==> config.mk <==
export PLATFORM = sky130hd
export DESIGN_NAME = bus_term_ctl_flat
export DESIGN_NICKNAME = d
export VERILOG_FILES = /design/src/rtl/bus_term_ctl_if.sv /design/src/rtl/bus_term_ctl.sv /design/src/flat_wrapper.sv
export SDC_FILE = /design/constraint.sdc
export NUM_CORES = 1
export LEC_CHECK = 0
export CAP_MARGIN = 10
export CORE_UTILIZATION = 40
export CTS_BUF_LIST = sky130_fd_sc_hd__clkbuf_16
export CTS_CLUSTER_DIAMETER = 30
export DETAILED_ROUTE_END_ITERATION = 6
export GPL_ROUTABILITY_DRIVEN = 0
export PLACE_DENSITY = 0.87
export SYNTH_ARGS = -nofsm -noshare
export SYNTH_HDL_FRONTEND = slang
export SYNTH_SLANG_ARGS = --single-unit
==> constraint.sdc <==
create_clock -name CPU_CLK -period 1.5 [get_ports CPU_CLK]
set_clock_uncertainty 0.1 [all_clocks]
set_input_delay 0.375 -clock CPU_CLK [delete_from_list [all_inputs] [get_ports CPU_CLK]]
set_output_delay 0.375 -clock CPU_CLK [all_outputs]
set_load 0.005 [all_outputs]
==> src/rtl/bus_term_ctl_if.sv <==
// CPU-side bus, decoder selects and fault-record signals for the 68030 cycle terminator.
// The slave modport is the terminator; the master modport is the CPU/decoder side.
interface bus_term_ctl_if #(
    parameter int NCHAN = 4
);
    logic             nAS;
    logic             nDS;
    logic             RnW;
    logic [2:0]       FC;
    logic [31:0]      ADDR;
    logic [NCHAN-1:0] nSEL;
    logic             FAULT_CLR;
    logic [1:0]       DSACK;
    logic             BERR;
    logic             FAULT_VALID;
    logic             FAULT_OVF;
    logic [31:0]      FAULT_ADDR;
    logic [2:0]       FAULT_FC;
    logic             FAULT_RnW;

    modport master (
        output nAS, nDS, RnW, FC, ADDR, nSEL, FAULT_CLR,
        input  DSACK, BERR, FAULT_VALID, FAULT_OVF, FAULT_ADDR, FAULT_FC, FAULT_RnW
    );

    modport slave (
        input  nAS, nDS, RnW, FC, ADDR, nSEL, FAULT_CLR,
        output DSACK, BERR, FAULT_VALID, FAULT_OVF, FAULT_ADDR, FAULT_FC, FAULT_RnW
    );
endinterface

==> src/rtl/bus_term_ctl.sv <==
// 68030 bus-cycle terminator: per-select DSACK with wait states and port size,
// nAS watchdog driving BERR, and a software-visible record of the faulting cycle.
module bus_term_ctl #(
    parameter int                     NCHAN   = 4,
    parameter int                     WAITW   = 4,
    parameter logic [NCHAN*WAITW-1:0] WAITS   = {4'd1, 4'd3, 4'd0, 4'd1},
    parameter logic [NCHAN*2-1:0]     PORTS   = {2'b10, 2'b01, 2'b00, 2'b10},
    parameter int                     TIMEOUT = 64
) (
    input  logic          CPU_CLK,
    input  logic          RESET,
    bus_term_ctl_if.slave bus
);
    localparam int             WDW    = (TIMEOUT > 2) ? $clog2(TIMEOUT) : 1;
    localparam logic [WDW-1:0] WD_MAX = WDW'(TIMEOUT - 1);

    typedef enum logic [2:0] {
        ST_IDLE,
        ST_WAIT,
        ST_ACK,
        ST_EXT,
        ST_DRAIN
    } state_t;

    state_t            state_q, state_d;
    logic [WAITW-1:0]  cnt_q, cnt_d;
    logic [1:0]        port_q, port_d;
    logic [1:0]        dsack_q, dsack_d;
    logic [WDW-1:0]    wd_q, wd_d;
    logic              berr_q, berr_d;
    logic              fault_valid_q, fault_valid_d;
    logic              fault_ovf_q, fault_ovf_d;
    logic [31:0]       fault_addr_q, fault_addr_d;
    logic [2:0]        fault_fc_q, fault_fc_d;
    logic              fault_rnw_q, fault_rnw_d;

    logic [WAITW-1:0]  chan_wait [NCHAN];
    logic [1:0]        chan_port [NCHAN];
    logic              sel_found;
    logic [WAITW-1:0]  sel_wait;
    logic [1:0]        sel_port;
    logic              berr_rise;

    for (genvar gi = 0; gi < NCHAN; gi++) begin : g_chan
        assign chan_wait[gi] = WAITS[gi*WAITW +: WAITW];
        assign chan_port[gi] = PORTS[gi*2 +: 2];
    end

    // Scan from the top so the lowest-numbered asserted select wins.
    always_comb begin
        sel_found = 1'b0;
        sel_wait  = '0;
        sel_port  = 2'b00;
        for (int i = NCHAN - 1; i >= 0; i--) begin
            if (!bus.nSEL[i]) begin
                sel_found = 1'b1;
                sel_wait  = chan_wait[i];
                sel_port  = chan_port[i];
            end
        end
    end

    always_comb begin
        wd_d   = wd_q;
        berr_d = 1'b0;
        if (bus.nAS) begin
            wd_d = '0;
        end else begin
            if (wd_q != WD_MAX) begin
                wd_d = wd_q + WDW'(1);
            end
            berr_d = berr_q | (wd_q == WD_MAX);
        end
    end

    always_comb begin
        state_d = state_q;
        cnt_d   = cnt_q;
        port_d  = port_q;
        dsack_d = dsack_q;
        case (state_q)
            ST_DRAIN: begin
                if (bus.nAS) state_d = ST_IDLE;
            end
            ST_IDLE: begin
                if (!bus.nAS) begin
                    port_d = sel_port;
                    cnt_d  = sel_wait;
                    if (!sel_found || sel_port == 2'b00) begin
                        state_d = ST_EXT;
                    end else if (sel_wait == '0) begin
                        state_d = ST_ACK;
                        dsack_d = sel_port;
                    end else begin
                        state_d = ST_WAIT;
                    end
                end
            end
            ST_WAIT: begin
                if (bus.nAS) begin
                    state_d = ST_IDLE;
                end else if (cnt_q == WAITW'(1)) begin
                    state_d = ST_ACK;
                    dsack_d = port_q;
                end else begin
                    cnt_d = cnt_q - WAITW'(1);
                end
            end
            ST_ACK: begin
                if (bus.nAS) begin
                    state_d = ST_IDLE;
                    dsack_d = 2'b00;
                end
            end
            ST_EXT: begin
                if (bus.nAS) state_d = ST_IDLE;
            end
            default: state_d = ST_DRAIN;
        endcase
        // A timed-out cycle must never be acknowledged, even on the ACK-entry edge.
        if (berr_d) begin
            state_d = ST_DRAIN;
            dsack_d = 2'b00;
        end
    end

    assign berr_rise = berr_d & ~berr_q;

    always_comb begin
        fault_valid_d = fault_valid_q;
        fault_ovf_d   = fault_ovf_q;
        fault_addr_d  = fault_addr_q;
        fault_fc_d    = fault_fc_q;
        fault_rnw_d   = fault_rnw_q;
        if (bus.FAULT_CLR) begin
            fault_valid_d = 1'b0;
            fault_ovf_d   = 1'b0;
        end
        // A clear landing on the same edge as a new fault frees the record for it.
        if (berr_rise) begin
            if (!fault_valid_q || bus.FAULT_CLR) begin
                fault_valid_d = 1'b1;
                fault_ovf_d   = 1'b0;
                fault_addr_d  = bus.ADDR;
                fault_fc_d    = bus.FC;
                fault_rnw_d   = bus.RnW;
            end else begin
                fault_ovf_d = 1'b1;
            end
        end
    end

    always_ff @(posedge CPU_CLK) begin
        if (RESET) begin
            state_q       <= ST_DRAIN;
            cnt_q         <= '0;
            port_q        <= 2'b00;
            dsack_q       <= 2'b00;
            wd_q          <= '0;
            berr_q        <= 1'b0;
            fault_valid_q <= 1'b0;
            fault_ovf_q   <= 1'b0;
            fault_addr_q  <= '0;
            fault_fc_q    <= '0;
            fault_rnw_q   <= 1'b0;
        end else begin
            state_q       <= state_d;
            cnt_q         <= cnt_d;
            port_q        <= port_d;
            dsack_q       <= dsack_d;
            wd_q          <= wd_d;
            berr_q        <= berr_d;
            fault_valid_q <= fault_valid_d;
            fault_ovf_q   <= fault_ovf_d;
            fault_addr_q  <= fault_addr_d;
            fault_fc_q    <= fault_fc_d;
            fault_rnw_q   <= fault_rnw_d;
        end
    end

    // DSACK is gated directly by nDS so it releases in the same cycle the CPU ends the strobe.
    assign bus.DSACK       = dsack_q & {2{~bus.nDS}};
    assign bus.BERR        = berr_q;
    assign bus.FAULT_VALID = fault_valid_q;
    assign bus.FAULT_OVF   = fault_ovf_q;
    assign bus.FAULT_ADDR  = fault_addr_q;
    assign bus.FAULT_FC    = fault_fc_q;
    assign bus.FAULT_RnW   = fault_rnw_q;
endmodule
==> src/flat_wrapper.sv <==
// flat-port wrapper written by rule: the top's interface ports become plain ports
module bus_term_ctl_flat 
#(
    parameter int                     NCHAN   = 4,
    parameter int                     WAITW   = 4,
    parameter logic [NCHAN*WAITW-1:0] WAITS   = {4'd1, 4'd3, 4'd0, 4'd1},
    parameter logic [NCHAN*2-1:0]     PORTS   = {2'b10, 2'b01, 2'b00, 2'b10},
    parameter int                     TIMEOUT = 64
)
  (CPU_CLK, RESET, bus_nAS, bus_nDS, bus_RnW, bus_FC, bus_ADDR, bus_nSEL, bus_FAULT_CLR, bus_DSACK, bus_BERR, bus_FAULT_VALID, bus_FAULT_OVF, bus_FAULT_ADDR, bus_FAULT_FC, bus_FAULT_RnW);
  bus_term_ctl_if #(.NCHAN(NCHAN)) bus_i ();
  input  logic CPU_CLK;
  input  logic RESET;
  input wire logic [$bits(bus_i.nAS)-1:0] bus_nAS;
  input wire logic [$bits(bus_i.nDS)-1:0] bus_nDS;
  input wire logic [$bits(bus_i.RnW)-1:0] bus_RnW;
  input wire logic [$bits(bus_i.FC)-1:0] bus_FC;
  input wire logic [$bits(bus_i.ADDR)-1:0] bus_ADDR;
  input wire logic [$bits(bus_i.nSEL)-1:0] bus_nSEL;
  input wire logic [$bits(bus_i.FAULT_CLR)-1:0] bus_FAULT_CLR;
  output wire logic [$bits(bus_i.DSACK)-1:0] bus_DSACK;
  output wire logic [$bits(bus_i.BERR)-1:0] bus_BERR;
  output wire logic [$bits(bus_i.FAULT_VALID)-1:0] bus_FAULT_VALID;
  output wire logic [$bits(bus_i.FAULT_OVF)-1:0] bus_FAULT_OVF;
  output wire logic [$bits(bus_i.FAULT_ADDR)-1:0] bus_FAULT_ADDR;
  output wire logic [$bits(bus_i.FAULT_FC)-1:0] bus_FAULT_FC;
  output wire logic [$bits(bus_i.FAULT_RnW)-1:0] bus_FAULT_RnW;
  assign bus_i.nAS = bus_nAS;
  assign bus_i.nDS = bus_nDS;
  assign bus_i.RnW = bus_RnW;
  assign bus_i.FC = bus_FC;
  assign bus_i.ADDR = bus_ADDR;
  assign bus_i.nSEL = bus_nSEL;
  assign bus_i.FAULT_CLR = bus_FAULT_CLR;
  assign bus_DSACK = bus_i.DSACK;
  assign bus_BERR = bus_i.BERR;
  assign bus_FAULT_VALID = bus_i.FAULT_VALID;
  assign bus_FAULT_OVF = bus_i.FAULT_OVF;
  assign bus_FAULT_ADDR = bus_i.FAULT_ADDR;
  assign bus_FAULT_FC = bus_i.FAULT_FC;
  assign bus_FAULT_RnW = bus_i.FAULT_RnW;
  bus_term_ctl #(.NCHAN(NCHAN), .WAITW(WAITW), .WAITS(WAITS), .PORTS(PORTS), .TIMEOUT(TIMEOUT)) u_core (.CPU_CLK(CPU_CLK), .RESET(RESET), .bus(bus_i));
endmodule
==> results.yml <==
route:
  vias: 2009
  routedWlPerCell_microns: 13.7
  route.final.wire_length_microns: 5660
  drt-pass1-iter-count: 3
  drc: 0
  detail-route-antenna-nets: 0
  avgViaCountPerCell: 4.88
  dr.first_iter.drc_count: 27
synth:
  post_synthesis_cell_type_count: 46
  postSynthAreaPerCell_sq_um: 10.2
  simple_gate_portion_of_the_synthesized_area_pct: 20.3
  count_of_flip_flops_with_a_built_in_enable_after_synthesis: 0
  syn-instance-count: 233
  synth.largest_area_cell: "sky130_fd_sc_hd__dfxtp_1"
  post_synth_main_area_contributors: "sky130_fd_sc_hd__dfxtp_1, sky130_fd_sc_hd__mux2i_1, sky130_fd_sc_hd__nor2_1"
  dominantRegCellSynth: "sky130_fd_sc_hd__dfxtp_1"
  synth_xor_area_share_pct: 1.48
  synth_top_family_by_area: "simple AND/OR/NAND/NOR gates"
  synth.net_count: 281
  synth-warning-count: 0
  synthArstFlopShare_pct: 0
  area_share_of_the_largest_cell_type_after_synthesis_pct: 47.2
  synthesis_stage_register_bit_count: 56
  synth.yosys.seq_area_share_pct: 47.2
  compound_cell_area_share_of_the_yosys_netlist_pct: 5.16
  synth_fa_ha_area_share_pct: 1.58
  syn-cell-area_sq_mm: 0.00237
  yosys-mux-area-fraction_pct: 18.1
clocking:
  clk_path_buf_depth: 2
  clock-root-buffer: "sky130_fd_sc_hd__clkbuf_16"
  cts_tree: "done"
  clk_pin_slew_ps: 70
  tritoncts.num_buffers: 5
  cts_sinks: 56
  insertion_delay_ps: 280
  ctsHoldBuffers: 0
  htree_levels: 2
timing:
  report.final.hold_viol_count: 0
  hold_ws_ps: 355
  max_slew_margin_pct: 76.0
  maxSlewViolCount: 0
  setup-violations-final: 2
  crit_share_post_route_pct: 100
  finalWorstPathRequiredPeriod_ps: 1500
  fmax_mhz: 665
  unrepaired_setup_endpoints_after_global_routing: "true"
  post-route-worst-setup-slack_ps: -3.27
  tightestPinTransition_ps: 360
run_status:
  status: "finished, violations left"
  violations: "negative setup slack"
finish:
  utilization_pct: 66.6
  final_nets: 387
  antennaDiodeCount: 0
  layout-drive-gt1-share_pct: 21.2
  syn2layout_area_growth_pct: 57.4
job:
  max-cap-violations: 0
floorplanning:
  ios: 86
  chipHeight_microns: 79.1
  initial_util_pct: 42.3
  die_x_microns: 79.1
  num_rows: 27
  fp.coreArea_sq_mm: 0.00561
  dieArea_sq_mm: 0.00625
global_routing:
  global_route_wire_length_before_repair_microns: 8960
  grt_max_degree: 24
  globalRoute.totalOverflow: 0
  track_usage_pct: 18.0
  antenna_found_initial: 0
  grt_pass1_vias: 2012
critical_path:
  timing.critical_path.to_type: "flop"
  worst_ep_arrival_time_ps: 1570
  worstPathRequired_ps: 1570
  worstSetupStartpointType: "flop"
  setup.worst_path.class: "flop to flop"
  critical_path.max_fanout: 6
power:
  cellPowerDensity_mw_per_mm2: 824
  leakagePower_nw: 1.85
  power.ir.vdd_worst_uv: 887
placed_design:
  dp_hpwl_microns: 3940
  port_buffers: 85
hold_path:
  hold_path.class: "input port to flop"
stage by stage:
| step | setup WS, ps | power (mW) | setup TNS [ps] | instances | instance area (sq um) |
|---|---|---|---|---|---|
| detailed placement | -475 | 1.81 | -19760 | 393 | 3360 |
| floorplan | -23.4 | 1.65 | -677 | 233 | 2390 |
| global placement | -412 | 1.80 | -18780 | 393 | 3360 |
| finish | -3.27 | 3.08 | -5.67 | 412 | 3740 |
| global route | -94.2 | 3.19 | -1870 | 412 | 3740 |
| CTS | -56.0 | 3.07 | -73.4 | 409 | 3640 |
final timing paths:
check / slack, ps / startpoint / endpoint / cells past startpoint
setup reg to reg: -3 / u_core.wd_q[1] / u_core.bus.FAULT_ADDR[20] / 6
setup / recovery: -3 / u_core.wd_q[1] / u_core.bus.FAULT_ADDR[20] / 6
hold / removal: 350 / bus_nAS / u_core.state_q[0] / 3
hold reg to reg: 390 / u_core.bus.FAULT_ADDR[22] / u_core.bus.FAULT_ADDR[22] / 2
synthesized netlist by cell type (2+ instances only):
cell / count
sky130_fd_sc_hd__nor2b_1: 3
sky130_fd_sc_hd__xor2_1: 3
sky130_fd_sc_hd__dfxtp_1: 56
sky130_fd_sc_hd__nand3_1: 4
sky130_fd_sc_hd__nand2b_1: 3
sky130_fd_sc_hd__a21oi_1: 5
sky130_fd_sc_hd__buf_2: 3
sky130_fd_sc_hd__nor3_1: 5
sky130_fd_sc_hd__nand4bb_1: 3
sky130_fd_sc_hd__nand2_1: 6
sky130_fd_sc_hd__nor2_1: 48
sky130_fd_sc_hd__nand3b_1: 3
sky130_fd_sc_hd__ha_1: 3
sky130_fd_sc_hd__o21ai_0: 2
sky130_fd_sc_hd__mux2i_1: 43
sky130_fd_sc_hd__nor3b_1: 3
sky130_fd_sc_hd__inv_1: 4
sky130_fd_sc_hd__buf_6: 2
sky130_fd_sc_hd__buf_12: 3
sky130_fd_sc_hd__clkbuf_1: 5
what timing repair did:
action | in CTS | in global routing
cloned | 2 | 0
setup buffers | 6 | 3
setup endpoints to repair | 86 | 45
pin swaps | 3 | 12
gates resized for setup | 60 | 19
cells in the final DEF, fill, tap and decap left out, drive strengths merged, types with 2 or more instances in the layout:
| cell type | instances |
|---|---|
| dfxtp | 56 |
| nor2 | 49 |
| mux2i | 43 |
| dlygate4sd2 | 42 |
| clkdlybuf4s50 | 41 |
| buf | 28 |
| nand2 | 6 |
| nor3 | 6 |
| clkbuf | 6 |
| a21oi | 5 |
| inv | 5 |
| nand3 | 4 |
| xor2 | 3 |
| nand2b | 3 |
| nand3b | 3 |
| nor2b | 3 |
| o21ai | 3 |
| nand4bb | 3 |
| ha | 3 |
| nor3b | 3 |
| clkinv | 2 |
| and2 | 2 |
| nor4 | 2 |
| a211oi | 2 |
sequential cells by signal (all words and copies together) (netlist names):
| name | cells |
|---|---|
| u_core.cnt_q | 4 |
| u_core.wd_q | 6 |
| u_core.dsack_q | 2 |
| u_core.bus.FAULT_ADDR | 32 |
| u_core.bus.BERR | 1 |
| u_core.bus.FAULT_RnW | 1 |
| u_core.bus.FAULT_FC | 3 |
| u_core.port_q | 2 |
| u_core.bus.FAULT_OVF | 1 |
| u_core.state_q | 3 |
| u_core.bus.FAULT_VALID | 1 |
worst max-delay path: stages, from the launching register on:
cell and delay (ps):
sky130_fd_sc_hd__dfxtp_2 350, sky130_fd_sc_hd__ha_4 130, sky130_fd_sc_hd__and2_4 160, sky130_fd_sc_hd__nand4_4 110, sky130_fd_sc_hd__bufbuf_16 300, sky130_fd_sc_hd__mux2i_2 180
sky130_fd_sc_hd__nor2_1 50
power breakdown:
| group | switching [mW] | leakage [nW] | internal [mW] |
|---|---|---|---|
| logic | 0.0978 | 1.32 | 0.175 |
| clock network | 0.502 | 0.0789 | 0.777 |
| registers | 0.0253 | 0.458 | 1.50 |
| total | 0.625 | 1.85 | 2.46 |
area by class of cell:
cell class	instances	area, sq um
Clock buffer	5	125
Clock inverter	3	37.5
Fill cell	497	1870
Inverter	5	18.8
Multi-Input combinational cell	157	1220
Sequential cell	56	1140
Tap cell	72	90.1
Timing Repair Buffer	114	1110
cells by family (layout without fill, tap and decap cells):
group / count (synthesis) / count (layout)
AO/OA/AOI/OAI: 17 / 17
buffers and inverters: 20 / 127
adder cells (fa/ha/maj): 3 / 3
AND/OR/NAND/NOR: 90 / 90
XOR/XNOR: 4 / 4
multiplexers: 43 / 43
flip-flops: 56 / 56
layer usage:
layer / routed length (microns) / track usage, %
met1: 2250 / 19.9
met3: 282 / 4.60
met4: 55 / 4.00
met5: 0 / 0
met2: 3080 / 34.2
(Power assumes the default switching activity.)
